`src/rtl/fp_div_sequencer_pkg.sv`:
```
// fp_div_sequencer_pkg
// Shared types and constants for the FPU divide path. It holds the existing
// float_t and fu_state_e types, plus the divide sequencer state type, the
// divide flag struct and the IEEE-754 single-precision special constants.
// The optional special-operand bypass is FP_DIV_SPECIAL_BYPASS_EN. It is
// selected in fp_div_sequencer.sv. This package is the same in both builds.
package fp_div_sequencer_pkg;

  typedef logic [31:0] float_t;

  typedef enum logic [1:0] {
    FU_FREE,
    FU_BUSY,
    FU_DONE
  } fu_state_e;

  typedef enum logic [1:0] {
    DS_IDLE,
    DS_ISSUE,
    DS_WAIT,
    DS_HOLD
  } div_seq_state_e;

  // Bit order matches the divider flag bus: {overflow, underflow, invalid, zero_divide}
  typedef struct packed {
    logic overflow;
    logic underflow;
    logic invalid;
    logic zero_divide;
  } fp_div_flags_t;

  localparam float_t Q_NAN   = 32'h7FC0_0000;
  localparam float_t P_INFTY = 32'h7F80_0000;
  localparam float_t N_INFTY = 32'hFF80_0000;
  localparam float_t P_ZERO  = 32'h0000_0000;
  localparam float_t N_ZERO  = 32'h8000_0000;

  localparam int CNT_W = 6;

  function automatic float_t signed_inf(input logic sign);
    return sign ? N_INFTY : P_INFTY;
  endfunction

  function automatic float_t signed_zero(input logic sign);
    return sign ? N_ZERO : P_ZERO;
  endfunction

endpackage

```
`src/rtl/fp_div_sequencer_if.sv`:
```
// fp_div_sequencer_if
// Bundles the request, divider and writeback signals of the divide sequencer.
//   slave  : the sequencer's view (request and divider inputs, launch and
//            writeback outputs, busy/timeout status)
//   master : the surrounding issue stage, divider and writeback view
// Signal names keep the _i/_o suffixes as seen from the sequencer.
interface fp_div_sequencer_if
  import fp_div_sequencer_pkg::*;
#(
  parameter int TAG_W = 5
);

  logic             req_valid_i;
  logic             req_ready_o;
  float_t           req_dividend_i;
  float_t           req_divisor_i;
  logic [TAG_W-1:0] req_tag_i;

  float_t           div_dividend_o;
  float_t           div_divisor_o;
  logic             div_start_o;
  logic             div_free_i;
  logic             div_valid_i;
  float_t           div_result_i;
  fp_div_flags_t    div_flags_i;

  logic             wb_valid_o;
  logic             wb_ready_i;
  float_t           wb_result_o;
  fp_div_flags_t    wb_flags_o;
  logic [TAG_W-1:0] wb_tag_o;

  logic             busy_o;
  logic             timeout_o;

  modport slave (
    input  req_valid_i, req_dividend_i, req_divisor_i, req_tag_i,
    input  div_free_i, div_valid_i, div_result_i, div_flags_i,
    input  wb_ready_i,
    output req_ready_o, div_dividend_o, div_divisor_o, div_start_o,
    output wb_valid_o, wb_result_o, wb_flags_o, wb_tag_o,
    output busy_o, timeout_o
  );

  modport master (
    output req_valid_i, req_dividend_i, req_divisor_i, req_tag_i,
    output div_free_i, div_valid_i, div_result_i, div_flags_i,
    output wb_ready_i,
    input  req_ready_o, div_dividend_o, div_divisor_o, div_start_o,
    input  wb_valid_o, wb_result_o, wb_flags_o, wb_tag_o,
    input  busy_o, timeout_o
  );

endinterface

```
`src/rtl/fp_div_special_classifier.sv`:
```
// fp_div_special_classifier
// Purely combinational detector for divide operands whose result is fixed by
// IEEE-754 rules, so the divider does not need to be launched.
//   dividend, divisor : float_t operands
//   hit               : operands form a special case
//   result, flags     : the fixed result and flags (valid only when hit)
// The sequencer instantiates this block only under FP_DIV_SPECIAL_BYPASS_EN.
module fp_div_special_classifier
  import fp_div_sequencer_pkg::*;
(
  input  float_t        dividend,
  input  float_t        divisor,
  output logic          hit,
  output float_t        result,
  output fp_div_flags_t flags
);

  logic a_nan, a_inf, a_zero;
  logic b_nan, b_inf, b_zero;
  logic sign;

  assign a_nan  = (&dividend[30:23]) & (|dividend[22:0]);
  assign a_inf  = (&dividend[30:23]) & ~(|dividend[22:0]);
  assign a_zero = ~(|dividend[30:0]);
  assign b_nan  = (&divisor[30:23]) & (|divisor[22:0]);
  assign b_inf  = (&divisor[30:23]) & ~(|divisor[22:0]);
  assign b_zero = ~(|divisor[30:0]);
  assign sign   = dividend[31] ^ divisor[31];

  // The priority order matters. Invalid cases come first. Then inf/finite
  // is checked, so inf/0 gives a signed infinity without zero_divide. Then
  // x/0, then finite/inf, and last 0/nonzero.
  always_comb begin
    hit    = 1'b1;
    result = Q_NAN;
    flags  = '0;
    if (a_nan | b_nan | (a_zero & b_zero) | (a_inf & b_inf)) begin
      flags.invalid = 1'b1;
    end else if (a_inf) begin
      result = signed_inf(sign);
    end else if (b_zero) begin
      result            = signed_inf(sign);
      flags.zero_divide = 1'b1;
    end else if (b_inf) begin
      result          = signed_zero(sign);
      flags.underflow = 1'b1;
    end else if (a_zero) begin
      result = signed_zero(sign);
    end else begin
      hit = 1'b0;
    end
  end

endmodule

```
`src/rtl/fp_div_sequencer.sv`:
```
// fp_div_sequencer
// Issue-side controller for the multicycle FP divider. It accepts one request
// at a time and launches the divider. It then waits for the result under a
// watchdog and holds result/flags/tag until writeback takes them.
//   clk_i, rst_i (sync, active-high), clk_en_i (low freezes all state)
//   bus : fp_div_sequencer_if.slave (request, divider and writeback handshakes)
// Configuration macro FP_DIV_SPECIAL_BYPASS_EN: when defined, special operands
// are resolved at acceptance and go straight to HOLD without using the divider.
module fp_div_sequencer
  import fp_div_sequencer_pkg::*;
#(
  parameter int TAG_W   = 5,
  parameter int MAX_LAT = 48
)(
  input  logic               clk_i,
  input  logic               rst_i,
  input  logic               clk_en_i,
  fp_div_sequencer_if.slave  bus
);

  localparam logic [CNT_W-1:0] LAST_CNT = CNT_W'(MAX_LAT - 1);

  div_seq_state_e   state, state_next;
  float_t           dividend_q, divisor_q;
  logic [TAG_W-1:0] tag_q;
  logic [CNT_W-1:0] cnt_q;
  float_t           result_q;
  fp_div_flags_t    flags_q;
  logic             timeout_q;

  logic accept, start, got_result, abort, wb_done;

  logic          sp_hit;
  float_t        sp_result;
  fp_div_flags_t sp_flags;

`ifdef FP_DIV_SPECIAL_BYPASS_EN
  fp_div_special_classifier u_classifier (
    .dividend (bus.req_dividend_i),
    .divisor  (bus.req_divisor_i),
    .hit      (sp_hit),
    .result   (sp_result),
    .flags    (sp_flags)
  );
`else
  assign sp_hit    = 1'b0;
  assign sp_result = P_ZERO;
  assign sp_flags  = '0;
`endif

  assign accept     = (state == DS_IDLE) & bus.req_valid_i & clk_en_i & ~rst_i;
  assign start      = (state == DS_ISSUE) & bus.div_free_i & clk_en_i;
  assign got_result = (state == DS_WAIT) & bus.div_valid_i;
  // div_valid_i wins over the watchdog in the same cycle.
  assign abort      = (state == DS_WAIT) & ~bus.div_valid_i & (cnt_q == LAST_CNT);
  assign wb_done    = (state == DS_HOLD) & clk_en_i & bus.wb_ready_i;

  always_ff @(posedge clk_i) begin
    if (rst_i) begin
      state <= DS_IDLE;
    end else if (clk_en_i) begin
      state <= state_next;
    end
  end

  always_comb begin
    state_next      = state;
    bus.req_ready_o = 1'b0;
    bus.div_start_o = 1'b0;
    bus.wb_valid_o  = 1'b0;
    bus.busy_o      = (state != DS_IDLE);
    case (state)
      DS_IDLE: begin
        bus.req_ready_o = clk_en_i & ~rst_i;
        if (accept) state_next = sp_hit ? DS_HOLD : DS_ISSUE;
      end
      DS_ISSUE: begin
        bus.div_start_o = start;
        if (start) state_next = DS_WAIT;
      end
      DS_WAIT: begin
        if (got_result | abort) state_next = DS_HOLD;
      end
      DS_HOLD: begin
        bus.wb_valid_o = clk_en_i;
        if (wb_done) state_next = DS_IDLE;
      end
      default: state_next = DS_IDLE;
    endcase
  end

  // The launch pulse clears the watchdog counter, so the counter is zero in
  // the first WAIT cycle.
  always_ff @(posedge clk_i) begin
    if (rst_i) begin
      dividend_q <= P_ZERO;
      divisor_q  <= P_ZERO;
      tag_q      <= '0;
      cnt_q      <= '0;
      result_q   <= P_ZERO;
      flags_q    <= '0;
      timeout_q  <= 1'b0;
    end else if (clk_en_i) begin
      timeout_q <= abort;
      if (accept) begin
        dividend_q <= bus.req_dividend_i;
        divisor_q  <= bus.req_divisor_i;
        tag_q      <= bus.req_tag_i;
        if (sp_hit) begin
          result_q <= sp_result;
          flags_q  <= sp_flags;
        end
      end
      if (start) begin
        cnt_q <= '0;
      end else if (state == DS_WAIT) begin
        cnt_q <= cnt_q + 1'b1;
      end
      if (got_result) begin
        result_q <= bus.div_result_i;
        flags_q  <= bus.div_flags_i;
      end else if (abort) begin
        result_q <= Q_NAN;
        flags_q  <= fp_div_flags_t'(4'b0010);
      end
    end
  end

  assign bus.div_dividend_o = dividend_q;
  assign bus.div_divisor_o  = divisor_q;
  assign bus.wb_result_o    = result_q;
  assign bus.wb_flags_o     = flags_q;
  assign bus.wb_tag_o       = tag_q;
  assign bus.timeout_o      = timeout_q;

endmodule

```
`src/flat_wrapper.sv`:
```
// flat-port wrapper written by rule: the top's interface ports become plain ports
module fp_div_sequencer_flat import fp_div_sequencer_pkg::*;
#(
  parameter int TAG_W   = 5,
  parameter int MAX_LAT = 48
)
  (clk_i, rst_i, clk_en_i, bus_req_valid_i, bus_req_dividend_i, bus_req_divisor_i, bus_req_tag_i, bus_div_free_i, bus_div_valid_i, bus_div_result_i, bus_div_flags_i, bus_wb_ready_i, bus_req_ready_o, bus_div_dividend_o, bus_div_divisor_o, bus_div_start_o, bus_wb_valid_o, bus_wb_result_o, bus_wb_flags_o, bus_wb_tag_o, bus_busy_o, bus_timeout_o);
  fp_div_sequencer_if #(.TAG_W(TAG_W)) bus_i ();
  input  logic clk_i;
  input  logic rst_i;
  input  logic clk_en_i;
  input wire logic [$bits(bus_i.req_valid_i)-1:0] bus_req_valid_i;
  input wire logic [$bits(bus_i.req_dividend_i)-1:0] bus_req_dividend_i;
  input wire logic [$bits(bus_i.req_divisor_i)-1:0] bus_req_divisor_i;
  input wire logic [$bits(bus_i.req_tag_i)-1:0] bus_req_tag_i;
  input wire logic [$bits(bus_i.div_free_i)-1:0] bus_div_free_i;
  input wire logic [$bits(bus_i.div_valid_i)-1:0] bus_div_valid_i;
  input wire logic [$bits(bus_i.div_result_i)-1:0] bus_div_result_i;
  input wire logic [$bits(bus_i.div_flags_i)-1:0] bus_div_flags_i;
  input wire logic [$bits(bus_i.wb_ready_i)-1:0] bus_wb_ready_i;
  output wire logic [$bits(bus_i.req_ready_o)-1:0] bus_req_ready_o;
  output wire logic [$bits(bus_i.div_dividend_o)-1:0] bus_div_dividend_o;
  output wire logic [$bits(bus_i.div_divisor_o)-1:0] bus_div_divisor_o;
  output wire logic [$bits(bus_i.div_start_o)-1:0] bus_div_start_o;
  output wire logic [$bits(bus_i.wb_valid_o)-1:0] bus_wb_valid_o;
  output wire logic [$bits(bus_i.wb_result_o)-1:0] bus_wb_result_o;
  output wire logic [$bits(bus_i.wb_flags_o)-1:0] bus_wb_flags_o;
  output wire logic [$bits(bus_i.wb_tag_o)-1:0] bus_wb_tag_o;
  output wire logic [$bits(bus_i.busy_o)-1:0] bus_busy_o;
  output wire logic [$bits(bus_i.timeout_o)-1:0] bus_timeout_o;
  assign bus_i.req_valid_i = bus_req_valid_i;
  assign bus_i.req_dividend_i = bus_req_dividend_i;
  assign bus_i.req_divisor_i = bus_req_divisor_i;
  assign bus_i.req_tag_i = bus_req_tag_i;
  assign bus_i.div_free_i = bus_div_free_i;
  assign bus_i.div_valid_i = bus_div_valid_i;
  assign bus_i.div_result_i = bus_div_result_i;
  assign bus_i.div_flags_i = bus_div_flags_i;
  assign bus_i.wb_ready_i = bus_wb_ready_i;
  assign bus_req_ready_o = bus_i.req_ready_o;
  assign bus_div_dividend_o = bus_i.div_dividend_o;
  assign bus_div_divisor_o = bus_i.div_divisor_o;
  assign bus_div_start_o = bus_i.div_start_o;
  assign bus_wb_valid_o = bus_i.wb_valid_o;
  assign bus_wb_result_o = bus_i.wb_result_o;
  assign bus_wb_flags_o = bus_i.wb_flags_o;
  assign bus_wb_tag_o = bus_i.wb_tag_o;
  assign bus_busy_o = bus_i.busy_o;
  assign bus_timeout_o = bus_i.timeout_o;
  fp_div_sequencer #(.TAG_W(TAG_W), .MAX_LAT(MAX_LAT)) u_core (.clk_i(clk_i), .rst_i(rst_i), .clk_en_i(clk_en_i), .bus(bus_i));
endmodule
```
`config.mk`:
```
export PLATFORM = sky130hd
export DESIGN_NAME = fp_div_sequencer_flat
export DESIGN_NICKNAME = d
export VERILOG_FILES = /design/src/rtl/fp_div_sequencer_pkg.sv /design/src/rtl/fp_div_sequencer_if.sv /design/src/rtl/fp_div_special_classifier.sv /design/src/rtl/fp_div_sequencer.sv /design/src/flat_wrapper.sv
export SDC_FILE = /design/constraint.sdc
export NUM_CORES = 1
export LEC_CHECK = 0
export CAP_MARGIN = 20
export CORE_MARGIN = 2
export CORE_UTILIZATION = 40
export DETAILED_ROUTE_END_ITERATION = 12
export GPL_TIMING_DRIVEN = 0
export PLACE_DENSITY_LB_ADDON = 0.2
export SETUP_SLACK_MARGIN = 0.3
export SYNTH_ARGS = -nofsm -noshare
export SYNTH_HDL_FRONTEND = slang
export SYNTH_HIERARCHICAL = 1
export SYNTH_SLANG_ARGS = --single-unit
```
`constraint.sdc`:
```
create_clock -name clk_i -period 1.8 [get_ports clk_i]
set_input_delay 0.18 -clock clk_i [delete_from_list [all_inputs] [get_ports clk_i]]
set_output_delay 0.18 -clock clk_i [all_outputs]
set_load 0.03 [all_outputs]
```
# == After elaboration in Yosys (flattened, before gate mapping) ==
# Cells that the tools add are included.
# totals
elab_cells,56
inputBits,112
regBits,114
# op_classes
n_bitwise,14
mux,14
n_reduce_logical,8
n_eq_ne,8
addsub,1
# op_table
operator,n
$mux 32,2
$mux 6,2
$and 1x1->1,11
$mux 2,4
$mux 4,2
$pmux 2 s4,1
$add 6x1->6 const B,1
$eq 6x6->1 const B,1
$ne 2x1->1 const B,3
$reduce_and 2->1,3
$reduce_bool 2->1,3
$reduce_and 5->1,1
$eq 2x2->1 const B,2
$mux 1,3
$eq 2x1->1 const B,1
$logic_not 2->1,1
$ne 2x2->1 const B,1
$not 1->1,2
$or 1x1->1,1

# == Longest topological paths before layout ==
# depth
ltp_word,6
depth_mapped,9
depth_no_buf,6

# == Worst setup path before layout ==
# Ideal clock, no wire load.
# synth_path
path_kind,reg2reg
start,register u_core.state[0]
end,"register u_core.result_q[10], in the netlist u_core/bus.wb_result_o[10]"
n_path_buf,2
arrival_time_ns,1.511
period_less_slack_ns,1.628
stages_incl_launch_ff,9
slack_ns,0.172
setup_ns,0.116
path_cell_list,dfxtp_1 > inv_1 > ha_1 > and2_1 > buf_4 > nand2_4 > buf_2 > nor3b_1 > a31o_2
# synth_via
elab_chain_len,5
word_cells_on_any_way,7
cone_classes,1 x eq/ne; 1 x mux; 3 x bitwise; 2 x reduce/logical
# synth_rtl
item,line,text
"start, declared",fp_div_sequencer.sv:23,"div_seq_state_e state, state_next;"
"start signal, assigned",fp_div_sequencer.sv:62,state <= state_next;
$eq 2x2->1 (*),"fp_div_sequencer.sv:53, fp_div_sequencer.sv:55",
$and 1x1->1 (2 in series),fp_div_sequencer.sv:55,assign abort = (state == DS_WAIT) & ~bus.div_valid_i & (cnt_q == LAST_CNT);
$reduce_bool 2->1 (no line),--,
$reduce_and 2->1 (no line),--,
"end signal, assigned",fp_div_sequencer.sv:110,result_q <= sp_result;
"end signal, assigned",fp_div_sequencer.sv:120,result_q <= bus.div_result_i;
"end, declared",fp_div_sequencer.sv:27,float_t result_q;
# Mark *: on every way between the ends. The rest lies on a longest branch, timed or not.
# A chain may end at the register's enable or synchronous reset.

# == Worst setup path in the final report ==
# layout_path
start,register u_core.state[1]
end,"register u_core.result_q[6], in the netlist u_core/bus.wb_result_o[6]"
# The elaborated chain is that of the path after synthesis.

==> metrics.sh <==
ROUTED-VIA-COUNT=4714
AREA_DELTA_SYNTH_FINAL_PCT=99.50
CTS.ROOT.BUFFER_CELL='clkbuf_8'
CTS.HTREE.LEVELS=4
DIE_W_UM=107.6
WORST_EP_REQUIRED_TIME_NS=2.20
PLACE_CONGESTION=0.7819
NUMBER_OF_GLOBAL_ROUTE_VIAS_BEFORE_REPAIR=4531
FILLER_CELL_COUNT=563
SYNTHFLOPTYPE='dfxtp_1'
SYN_AREA_UM2=4297
DRTITER0DRC=258
SYNTH-EDFF-COUNT=0
MAXCAPVIOLCOUNT=0
WORST_HOLD_SLACK_NS=0.1955
PATH_TYPE_OF_THE_WORST_SETUP_PATH='register to register'
TRACK_USAGE=0.2503
SHARE_COMB_OF_TOTAL_POWER=0.148
GRTUSAGEMET2=0.4371
CHIPHEIGHT_UM=107.6
ROUTE.DETAILED.DRC=0
NETLIST_INSTANCES=481
SETUP_VIOL=0
TIMING.CRITICAL_PATH.BUF_INV=4
POWER_LEAKAGE_nW=3.722
FLOORPLAN.ROWS=37
R2R.WORST_PATH.CELLS=9
POWER.DENSITY_nW_PER_UM2=839.3
NUM_CTS_BUFFERS=17
FINAL_CORE_UTILIZATION=0.8266
FP.DIEAREA_UM2=11590
START_UTIL=0.4143
TIMING.RR.START='u_core/state[1]$_SDFFE_PP0P_'
MAX-CLOCK-PATH-BUFFERS=2
GR-TOTAL-OVERFLOW=0
SYNTHARSTFLOPSHARE=0
PWR-SHARE-SEQ=0.367
FIRST_PASS_ITERS=5
GRT_ANTENNA_BEFORE_REPAIR=0
CRIT_PATH_MAX_FANOUT=7
FMAX_GHz=0.6061
WORST_PATH_MOST_REPEATED_CELL='buf_6'
GRT_MAX_DEGREE=17
ROUTE.ANTENNA.REMAINING_NETS=0
TIMING.MAX_SLEW.REL_SLACK=0.5150
HOLD_CRIT_DEPTH=3
CTS_NUM_SINKS=114
GRT_PASS1_WL_MM=22.51
CRIT_START='u_core/state[1]$_SDFFE_PP0P_'
CRITPATHTOPFAMILY='buffers and inverters'
CTS_HOLD_BUFFERS=0
YOSYS.CELL_TYPES.COUNT=37
TRITONCTS='built'
GLOBAL_ROUTE.PEAK_USAGE_LAYER='met2'
MEASURED_SLEW_AT_THE_WORST_SLEW_CHECK_PIN_NS=0.7275
DRT_WL_TOTAL_MM=17.30
USE_MET3=0.09019
SYNTH_TOP_AREA_CELL='dfxtp_1'
CLK_LATENCY_NS=0.51
STARTPOINT_TYPE='register'
ROUTE.DETAILED.VIAS_PER_INST=5.192
SYNTH.YOSYS.SEQ_AREA_SHARE=0.5312
PERIOD_MINUS_SLACK_NS=1.650
SYNTH_TOP_AREA_SHARE=0.5312
GRT_USE_MET1=0.2599
CORE-AREA_UM2=10370
WORSTHOLDPATHTYPE='primary input to register'
WORST_PATH_LARGEST_CELL_DELAY_NS=0.36
SYNTH_AREA_PER_CELL_UM2=8.933
LAYOUT-DRIVE-GT1-SHARE=0.3277
N_ANTENNA_CELL=0
STATUS='finished, final reports clean'
SYNTH_AREA_LEADERS='dfxtp_1 53%, nand2_1 12%, a21oi_1 8.3%, nor3b_1 4.7%, a31o_2 3.3%'
SLOWEST_STAGE='dfxtp_4'
CLK_PIN_SLEW_WORST_PATHS_NS=0.06
INTPOWER_mW=5.400
PLACE.PORT_BUFFERS=220
POST_DRT_WL_PER_CELL_UM=19.05
ARRIVAL_TIME_AT_THE_WORST_ENDPOINT_NS=2.05
SYNTH_WARN=6
TIMING.CRITICAL_PATH.TO_TYPE='register'
REPORT.FINAL.SLEW_VIOL_COUNT=0
DP_HPWL_MM=9.906
NNETSFINAL=877
WORSTHOLDSTART='rst_i'
GRT_SETUP_UNREPAIRED='true'
POWER_SWITCHING_mW=1.794
IO_PINS=222
MULTI_INPUT_COMB_AREA_UM2=2539
POWER.SHARE.SWITCHING=0.2494
CP.DEPTH=9
REGISTER_AREA_UM2=2292
FINAL.SETUP_SKEW_NS=0.01688
SYNTH.NET_COUNT=599
MIN_PERIOD_OVER_PERIOD=0.9167
HOLD_VIOL=0
SYNTH.FF_LATCH_COUNT=114
VDD_IR_DROP_MAX_uV=543.1
SHARE_CLK_OF_TOTAL_POWER=0.485
CRITICAL_PATH_CELL_SEQUENCE='buf_6 -> ha_4 -> and2_4 -> buf_6 -> nand2_8 -> buf_12 -> buf_8 -> nor3b_4 -> a31o_2'
## tightest hold or removal path: cells and delay by family
family	cells	cell delay, ns
and+or+nand+nor	1	0.20
buffers and inverters	1	0.18
AOI/OAI and AO/OA	1	0.11
## Yosys cell counts (all sizes together) (3+ instances only)
| cell type | number |
|---|---|
| clkbuf | 18 |
| nand3 | 4 |
| buf | 21 |
| mux2i | 3 |
| a31o | 26 |
| ha | 6 |
| o221a | 10 |
| dfxtp | 114 |
| inv | 6 |
| nor2 | 8 |
| xnor2 | 3 |
| a21oi | 71 |
| nand2 | 144 |
| nor3b | 27 |
## power groups by stage
stage	clock, mW	sequential [mW]	combinational, mW
global route	3.67	2.65	1.11
finish	3.49	2.64	1.06
global placement	0	2.68	0.802
CTS	3.51	2.63	0.869
floorplan	0	2.81	0.239
detailed placement	0	2.68	0.812
## final timing paths
kind                            slack (ns)                                         end
worst min register to register        0.45  u_core/bus.div_dividend_o[15]$_SDFFE_PP0P_
worst max-delay path                  0.15      u_core/bus.wb_result_o[6]$_SDFFE_PP0P_
worst min-delay path                  0.20      u_core/bus.wb_result_o[0]$_SDFFE_PP0P_
worst max register to register        0.15      u_core/bus.wb_result_o[6]$_SDFFE_PP0P_
## through the flow
| stage | TNS (ns) | setup slack [ns] | power [mW] | instance area [um^2] | std cells |
|---|---|---|---|---|---|
| floorplan | 0 | 0.2977 | 3.044 | 4327 | 481 |
| global placement | -0.5538 | -0.3808 | 3.484 | 6699 | 837 |
| detailed placement | -1.742 | -0.3709 | 3.497 | 6699 | 837 |
| CTS | 0 | 0.1068 | 7.003 | 7818 | 893 |
| global route | 0 | 0.1049 | 7.428 | 8572 | 908 |
| finish | 0 | 0.1500 | 7.195 | 8572 | 908 |
## flip-flops by register name (all words and copies together) (netlist names)
name,cells
u_core/bus.div_dividend_o,32
u_core/bus.div_divisor_o,32
u_core/bus.timeout_o,1
u_core/bus.wb_flags_o,4
u_core/bus.wb_result_o,32
u_core/bus.wb_tag_o,5
u_core/cnt_q,6
u_core/state,2
## per-layer routing
metal	vias up	wire length [um]
li1	2199	-
met1	2249	6368
met2	210	8848
met3	56	1386
met4	0	692
met5	-	0
## cells by family (layout without fill, tap and decap cells)
| logic type | after synthesis | in the layout | synth area share |
|---|---|---|---|
| buffers and inverters | 45 | 336 | 0.05096 |
| AO/OA/AOI/OAI | 113 | 113 | 0.1747 |
| XOR/XNOR | 5 | 5 | 0.01019 |
| flip-flops | 114 | 114 | 0.5312 |
| adder cells (fa/ha/maj) | 6 | 6 | 0.01747 |
| AND/OR/NAND/NOR | 195 | 195 | 0.2085 |
| multiplexers | 3 | 3 | 0.006989 |
## placed cells by master, fill, tap and decap left out, drive strengths merged
cell type      Yosys  routed
and2               2       2
clkdlybuf4s50      0     110
xor2               2       2
a31o              26      26
dfxtp            114     114
xnor2              3       3
inv                6       7
clkinv             0       4
nor3b             27      27
a21o               1       1
nand3b             1       1
and3b              1       1
nor2               8       8
nor2b              1       1
or2                2       2
nor4b              1       1
o21a               1       1
a21oi             71      71
a221o              1       1
clkbuf            18      39
dlygate4sd2        0      95
clkdlybuf4s15      0       8
and3               2       2
nand2            144     144
clkinvlp           0       5
o21ai              2       2
ha                 6       6
buf               21      64
nand3              4       4
o221a             10      10
bufinv             0       4
o221ai             1       1
mux2i              3       3
nand2b             2       2
## layout make-up
type / count / area share
inverters: 6 / 0.003211
repair buffers: 259 / 0.3007
clock buffers: 18 / 0.04992
flip-flops and latches: 114 / 0.2674
multi-input cells: 322 / 0.2962
well taps: 136 / 0.01985
plain buffers: 39 / 0.04102
clock inverters: 14 / 0.02175
## what timing repair did
action / CTS / global route
setup endpoints to repair: 215 / 126
pin swaps: 33 / 67
gates resized for setup: 227 / 166
buffers inserted: 17 / 11
cloned: 7 / 4
No activity file was read; power rests on OpenSTA's default activity.
